### config.mk
export PLATFORM = sky130hd
export DESIGN_NAME = sdr_port_arbiter
export DESIGN_NICKNAME = d
export VERILOG_FILES = /design/src/rtl/sdr_port_arbiter.sv
export SDC_FILE = /design/constraint.sdc
export NUM_CORES = 1
export LEC_CHECK = 0
export BUFFER_PORTS_ARGS = -buffer_cell sky130_fd_sc_hd__buf_2
export CAP_MARGIN = 20
export CORE_ASPECT_RATIO = 0.8
export CORE_UTILIZATION = 44
export CTS_CLUSTER_DIAMETER = 120
export DETAILED_ROUTE_END_ITERATION = 10
export PLACE_DENSITY = 0.83
export SYNTH_ARGS = -nofsm -noshare
export SYNTH_HDL_FRONTEND = slang
export SYNTH_SLANG_ARGS = --single-unit
### constraint.sdc
create_clock -name clk -period 1.8 [get_ports clk]
set_clock_uncertainty 0.05 [all_clocks]
set_input_delay 0.18 -clock clk [delete_from_list [all_inputs] [get_ports clk]]
set_output_delay 0.18 -clock clk [all_outputs]
set_load 0.1 [all_outputs]
### src/rtl/sdr_port_arbiter.sv
// sdr_port_arbiter
//   Two-requester arbiter for the single toggle-handshake SDRAM port.
//   Port A (68000 bus, read/write) and port B (graphics ROM fetch, read-only)
//   compete for the downstream sdr_cpu_* channel. The arbiter holds one
//   request at a time, forwards it downstream and returns the read data and
//   the acknowledge toggle to whichever port owns the transfer.
//   PRIO_A = 1 gives port A fixed priority. PRIO_A = 0 alternates between
//   the ports when both are waiting.
//
// Ports
//   clk, reset_n             system clock, synchronous active-low reset
//   a_addr/a_data/a_be/a_rw  port A word address [26:1], write data,
//                            byte enables, direction (1 = read)
//   a_req -> a_ack, a_q      port A toggle handshake and read data
//   b_addr                   port B word address (reads only)
//   b_req -> b_ack, b_q      port B toggle handshake and read data
//   sdr_addr/data/be/rw      downstream command, held stable while busy
//   sdr_req -> sdr_ack,sdr_q downstream toggle handshake and read data
//   Every output comes straight from a register.

module sdr_port_arbiter #(
    parameter bit PRIO_A = 1'b0
) (
    input  logic        clk,
    input  logic        reset_n,

    input  logic [25:0] a_addr,
    input  logic [15:0] a_data,
    input  logic [1:0]  a_be,
    input  logic        a_rw,
    input  logic        a_req,
    output logic        a_ack,
    output logic [15:0] a_q,

    input  logic [25:0] b_addr,
    input  logic        b_req,
    output logic        b_ack,
    output logic [15:0] b_q,

    output logic [25:0] sdr_addr,
    output logic [15:0] sdr_data,
    output logic [1:0]  sdr_be,
    output logic        sdr_rw,
    output logic        sdr_req,
    input  logic        sdr_ack,
    input  logic [15:0] sdr_q
);

    typedef enum logic [1:0] {
        IDLE   = 2'd0,
        BUSY_A = 2'd1,
        BUSY_B = 2'd2
    } state_t;

    state_t      state_q;
    logic        last_q;        // most recent grant: 0 = A, 1 = B
    logic        a_ack_q;
    logic        b_ack_q;
    logic [15:0] a_rdata_q;
    logic [15:0] b_rdata_q;
    logic [25:0] sdr_addr_q;
    logic [15:0] sdr_data_q;
    logic [1:0]  sdr_be_q;
    logic        sdr_rw_q;
    logic        sdr_req_q;

    logic a_pend;
    logic b_pend;
    logic sdr_done;
    logic grant_a;

    assign a_pend   = a_req ^ a_ack_q;
    assign b_pend   = b_req ^ b_ack_q;
    assign sdr_done = (sdr_ack == sdr_req_q);

    // A wins when it is alone, when it has fixed priority, or when B was
    // the most recent grant.
    assign grant_a  = a_pend && (!b_pend || PRIO_A || last_q);

    always_ff @(posedge clk) begin
        if (!reset_n) begin
            state_q    <= IDLE;
            last_q     <= 1'b1;
            // Align every toggle pair so that no request is pending and an
            // abandoned downstream transfer never completes.
            sdr_req_q  <= sdr_ack;
            a_ack_q    <= a_req;
            b_ack_q    <= b_req;
            a_rdata_q  <= '0;
            b_rdata_q  <= '0;
            sdr_addr_q <= '0;
            sdr_data_q <= '0;
            sdr_be_q   <= '0;
            sdr_rw_q   <= 1'b1;
        end else begin
            unique case (state_q)
                IDLE: begin
                    if (grant_a) begin
                        sdr_addr_q <= a_addr;
                        sdr_data_q <= a_data;
                        sdr_be_q   <= a_be;
                        sdr_rw_q   <= a_rw;
                        sdr_req_q  <= ~sdr_req_q;
                        state_q    <= BUSY_A;
                    end else if (b_pend) begin
                        sdr_addr_q <= b_addr;
                        sdr_be_q   <= 2'b11;
                        sdr_rw_q   <= 1'b1;
                        sdr_req_q  <= ~sdr_req_q;
                        state_q    <= BUSY_B;
                    end
                end
                BUSY_A: begin
                    if (sdr_done) begin
                        a_rdata_q <= sdr_q;
                        a_ack_q   <= ~a_ack_q;
                        last_q    <= 1'b0;
                        state_q   <= IDLE;
                    end
                end
                BUSY_B: begin
                    if (sdr_done) begin
                        b_rdata_q <= sdr_q;
                        b_ack_q   <= ~b_ack_q;
                        last_q    <= 1'b1;
                        state_q   <= IDLE;
                    end
                end
                default: state_q <= IDLE;
            endcase
        end
    end

    assign a_ack    = a_ack_q;
    assign a_q      = a_rdata_q;
    assign b_ack    = b_ack_q;
    assign b_q      = b_rdata_q;
    assign sdr_addr = sdr_addr_q;
    assign sdr_data = sdr_data_q;
    assign sdr_be   = sdr_be_q;
    assign sdr_rw   = sdr_rw_q;
    assign sdr_req  = sdr_req_q;

endmodule

==> impl_metrics.yaml, run 1 <==
setup_path:
  crit_arrival_ns: 1.83
  cp.required_ns: 2.02
  worst-r2r-cell-count: 5
  startpoint_type: "flip-flop"
  r2r-end: "sdr_addr[0]"
  critical_path_class: "flip-flop to flip-flop"
  reg2reg_slack_ns: 0.19
  rr_startpoint: "b_ack"
  worstSetupStartpoint: "b_ack"
  crit_fanout: 16
  end_kind: "flip-flop"
yosys:
  yosysWarnings: 0
  ys_seq_elements: 83
  syn_area_per_cell_um2: 9.177
  synthCells: 347
  async_flop_share: 0
  netlist_area_um2: 3184
  seq_area_frac_synth: 0.5312
  synth_top_flop_cell: "dfxtp_1"
  synthesis.nets: 442
  yosysTopAreaCellShare: 0.5029
  synth_cell_type_count: 27
  synth_top_area_cell: "dfxtp_1"
  synth_edf_count: 3
  yosys-top-cells-area: "dfxtp_1 (50%), nand2_1 (10%), mux2i_1 (8.2%)"
drt:
  drt_iter0_drc: 80
  wl_per_cell_um: 13.40
  drt-total-wl_um: 8226
  vias: 3053
  drc: 0
  avgViaCountPerCell: 4.972
  ant_nets: 0
  dr.pass1.iters: 5
clock_network:
  cts_root_buffer: "clkbuf_8"
  clk_pin_slew_worst_paths_ns: 0.08
  ctsResizeCount: 0
  cts.sinks: 83
  cts_tree: "yes"
  cts_buffer_depth: 2
  cts_htree_levels: 3
  numCtsBuffers: 9
  clk-insertion-delay-late_ns: 0.34
  post_cts_buffers: 0
timing:
  drv_slew: 0
  relSlewSlack: 0.6632
  clock.fmax_mhz: 621.4
  finalCritPeriodShare: 0.8941
  tightest_slew_ns: 0.5087
  setup_viol: 0
  rsz0062_at_grt: "false"
  holdWs_ns: 0.01870
  period_needed_ns: 1.609
  finalHoldViolations: 0
  worst_slack_ns: 0.1906
outcome:
  status: "finished, final reports clean"
floorplan:
  dieArea_um2: 7583
  initial_core_util: 0.4598
  std_cell_rows: 27
  die_w_um: 97.11
  ios: 172
  coreArea_um2: 6925
  die_height_um: 78.09
final_layout:
  fill_cells: 586
  drive_gt1_frac: 0.4231
  area_delta_synth_final_pct: 43.42
  diodes: 0
  fin_util: 0.6594
  fin_nets: 617
  final_common_cell: "buf_2"
  final_cell_mix: "buf_2 (171), nand2_1 (86), dfxtp_1 (80)"
place:
  place_ws_ns: 0.2065
  gp_congestion: 0.7509
  io_buffers: 171
  dp_hpwl_um: 5888
global_routing:
  antenna_found_initial: 0
  grt_pass1_vias: 2801
  gr-usage-all-layers: 0.2147
  grt_pass1_wl_um: 12990
  gr-total-overflow: 0
  grt_max_degree: 34
power_and_ir_drop:
  p_leak_nw: 2.144
  power.density_nw_per_um2: 1726
  total_power_w: 0.007880
  ir_drop_mv: 1.046
min_path:
  whs_path_depth: 3
  hp-class: "input port to flip-flop"
  holdPathEnd: "sdr_data[7]"
  hold_start: "a_data[7]"
flow_run:
  drv_cap: 0
==> critical path, cell delays in order (launching register included) <==
cell and delay, ns:
edfxtp_1 0.44, xnor2_2 0.34, nand2b_4 0.09, a21oi_2 0.21, buf_4 0.25, o2bb2ai_1 0.14
==> cells in the mapped netlist (3+ instances only) <==
cell / number
inv_1: 5
nand3_1: 17
clkbuf_1: 10
nand2_1: 89
mux2i_1: 26
o21ai_0: 19
edfxtp_1: 3
o2bb2ai_1: 28
buf_4: 3
ha_1: 3
dfxtp_1: 80
a21oi_1: 34
buf_2: 10
==> sequential cells by signal, summed over array words and instances (netlist names) <==
name      cells
sdr_addr     26
b_ack         1
sdr_data     16
a_q          16
b_q          16
sdr_be        2
state_q       2
a_ack         1
sdr_req       1
last_q        1
sdr_rw        1
==> per-stage QoR <==
stage | std cells | area (um2) | TNS [ns]
after detailed placement | 591 | 4272 | 0
after floorplan | 347 | 3362 | -13.37
final | 614 | 4567 | 0
after global routing | 614 | 4567 | 0
after CTS | 614 | 4567 | 0
after global placement | 591 | 4272 | 0
==> report_power, final <==
group | internal, W | switching (W)
Combinational | 0.000748 | 0.00325
Clock | 0.000819 | 0.000648
Sequential | 0.00221 | 0.000209
==> routing by layer <==
layer / vias to the layer above / global-route usage / wire length, um
met3: 18 / 0.06768 / 573
met2: 125 / 0.3613 / 4031
met4: 0 / 0.08657 / 184
met5: - / 0 / 0
li1: 1539 / - / -
met1: 1371 / 0.2562 / 3437
==> how the worst max path moves through the flow <==
stage                     slack [ns]      endpoint  depth (start not counted)
after floorplan                -0.28        sdr_rw                          5
after detailed placement        0.21   sdr_addr[0]                          5
after CTS                       0.18   sdr_addr[0]                          5
final                           0.19   sdr_addr[0]                          5
after global placement          0.30  sdr_addr[24]                          5
after global routing            0.09   sdr_addr[0]                          5
==> cell families (layout without fill, tap and decap cells) <==
group / count (synthesis) / in the layout / share of synthesized area
xor gates and xnor gates: 3 / 3 / 0.008253
and+or+nand+nor: 114 / 114 / 0.1458
buffers and inverters: 31 / 211 / 0.04479
adders and majority gates: 3 / 3 / 0.01179
AOI/OAI and AO/OA: 87 / 87 / 0.1764
DFF: 83 / 83 / 0.5312
muxes: 26 / 26 / 0.08173
==> layout make-up <==
| class | instances | area, um2 | share of cell area |
|---|---|---|---|
| clock buffer | 10 | 137.6 | 0.03014 |
| tap | 87 | 108.9 | 0.02384 |
| multi-input combinational | 233 | 1469 | 0.3216 |
| clock inverter | 6 | 87.58 | 0.01918 |
| inverter | 5 | 18.77 | 0.004110 |
| sequential | 83 | 1692 | 0.3704 |
| timing repair buffer | 190 | 1054 | 0.2307 |
==> timing repair <==
item,CTS,global route
hold buffers,7,0
setup endpoints to repair,0,0
hold endpoints to repair,7,0
No activity file was read; power rests on OpenSTA's default activity.
==> run 2, diff against run 1 <==
--- a/config.mk
+++ b/config.mk
@@ -12,6 +12,7 @@
 export CTS_CLUSTER_DIAMETER = 120
 export DETAILED_ROUTE_END_ITERATION = 10
 export PLACE_DENSITY = 0.83
+export REMOVE_ABC_BUFFERS = 1
 export SYNTH_ARGS = -nofsm -noshare
 export SYNTH_HDL_FRONTEND = slang
 export SYNTH_SLANG_ARGS = --single-unit
==> constraint.sdc (replaced) <==
create_clock -name clk -period 1.8 [get_ports clk]
set_clock_uncertainty 0.05 [all_clocks]
set_input_delay 0.27 -clock clk [delete_from_list [all_inputs] [get_ports clk]]
set_output_delay 0.27 -clock clk [all_outputs]
set_load 0.1 [all_outputs]
==> run 2 against run 1 <==
  * Worst setup slack better by 0.0056 ns
  * Largest cell class unchanged
  * Hold slack better by 0.092 ns
  * Core utilization down 1.8 points
  * Largest power group unchanged
  * Via count down 1.8%
  * Highest routed layer unchanged
  * Wire length down 5.5%
==> impl_metrics.yaml, run 2 (synthesis gave the netlist of run 1 again) <==
outcome:
  status: "finished, final reports clean"
drt:
  dr.pass1.iters: 4
  drt-total-wl_um: 7773
  vias: 2998
  wl_per_cell_um: 12.76
  ant_nets: 0
  drt_iter0_drc: 115
  avgViaCountPerCell: 4.923
  drc: 0
setup_path:
  cp_cell_sequence: "xnor2_1 -> and2_1 -> buf_4 -> nand2_1 -> a21oi_1"
  crit_buf_inv: 1
  critical-path-top-delay-family: "flip-flops"
  max_stage_delay_ns: 0.42
  slowest_stage: "edfxtp_1"
  cp.required_ns: 2.03
  crit_fanout: 7
  end_kind: "flip-flop"
  startpoint_type: "flip-flop"
  critical_path_class: "flip-flop to flip-flop"
  crit_arrival_ns: 1.83
power_and_ir_drop:
  p_int_w: 0.003808
  combPwrFrac: 0.504
  power.density_nw_per_um2: 1762
  total_power_w: 0.007831
  switching_share: 0.5138
  pwr-share-clk: 0.189
  p_leak_nw: 2.111
  switchingPower_w: 0.004023
  seqPwrFrac: 0.307
  ir_drop_mv: 1.065
min_path:
  hp-class: "input port to flip-flop"
clock_network:
  clk_pin_slew_worst_paths_ns: 0.08
  cts_root_buffer: "clkbuf_8"
  cts.sinks: 83
  cts_hold_buf: 0
  numCtsBuffers: 9
  post_cts_buffers: 0
  cts_htree_levels: 3
  cts_tree: "yes"
  cts_buffer_depth: 2
  clk-insertion-delay-late_ns: 0.34
floorplan:
  initial_core_util: 0.4598
  die_w_um: 97.11
  coreArea_um2: 6925
  dieArea_um2: 7583
  ios: 172
  std_cell_rows: 27
  die_height_um: 78.09
timing:
  worst_slack_ns: 0.1962
  tightest_slew_ns: 0.5087
  relSlewSlack: 0.6632
  period_needed_ns: 1.604
  rsz0062_at_grt: "false"
  drv_slew: 0
  clock.fmax_mhz: 623.5
  setup_viol: 0
  finalHoldViolations: 0
  finalCritPeriodShare: 0.8910
final_layout:
  largest_reg_flops: 26
  final_cell_mix: "buf_2 (171), nand2_1 (89), dfxtp_1 (80)"
  fill_cells: 594
  drive_gt1_frac: 0.3870
  diodes: 0
  fin_util: 0.6417
  final_common_cell: "buf_2"
  seq_area_um2: 1692
  multi_input_area_um2: 1369
  fin_nets: 612
  area_delta_synth_final_pct: 39.57
global_routing:
  gr-usage-all-layers: 0.1933
  grt_pass1_wl_um: 11710
  grt_pass1_vias: 2537
  grt_max_degree: 41
  antenna_found_initial: 0
  gr-total-overflow: 0
place:
  dp_hpwl_um: 5859
  place_ws_ns: 0.1158
  io_buffers: 171
  gp_congestion: 0.7615
flow_run:
  drv_cap: 0
[run 2: changes by cell type in the layout (fill, tap and decap cells not counted), sizes merged]
| cell | delta |
|---|---|
| buf | +2 |
| bufinv | -1 |
| clkbuf | +4 |
| clkinv | -2 |
| dlygate4sd3 | -7 |
| inv | -1 |
[run 2: path summary, 6_finish.rpt]
path               from      endpoint  slack (ns)  depth (start not counted)
min          a_data[10]  sdr_data[10]        0.11                          3
max reg2reg     sdr_req       a_q[14]        0.20                          5
max             sdr_req       a_q[14]        0.20                          5
min reg2reg      a_q[6]        a_q[6]        0.40                          2
[run 2: what timing repair did]
| item | 4_1_cts | 5_1_grt |
|---|---|---|
| endpoints found under the setup margin | 0 | 3 |
| gates resized for setup | 0 | 1 |
| endpoints found under the hold margin | 0 | 0 |
[run 2: power by group through the flow]
stage / clock, W / combinational, W / sequential (W)
2_1_floorplan: 0 / 0.000712 / 0.00484
3_3_place_gp: 0 / 0.00391 / 0.00243
3_5_place_dp: 0 / 0.00396 / 0.00243
4_1_cts: 0.00151 / 0.00396 / 0.00240
5_1_grt: 0.00158 / 0.00409 / 0.00244
6_report: 0.00148 / 0.00395 / 0.00240
[run 2: tightest hold or removal path, stage by stage]
cell and delay, ns:
buf_2 0.09, nand2_1 0.04, o21ai_0 0.06
[run 2: cell type report]
type | instances | share of cell area
clock inverters | 2 | 0.008446
repair buffers | 185 | 0.2303
flip-flops and latches | 83 | 0.3806
clock buffers | 14 | 0.04392
well taps | 87 | 0.02449
inverters | 5 | 0.004223
multi-input cells | 233 | 0.3080
[run 2: metal layers]
metal  GRT usage  share of wire  up-vias  wire length, um
li1            -              -     1532                -
met1      0.2303           0.43     1341             3326
met5           0              0        -                0
met4     0.05970          0.016        0              122
met3     0.05432          0.071       13              549
met2      0.3394           0.49      112             3775
[run 2: per-stage QoR]
step                      instance area [um2]  std cells  setup TNS [ns]  hold slack [ns]
after floorplan                          3060        321          -55.22           0.3560
after detailed placement                 4204        593               0           0.3931
after CTS                                4437        609               0          0.09477
final                                    4444        609               0           0.1109
after global placement                   4204        593               0           0.3893
after global routing                     4444        609               0           0.1063
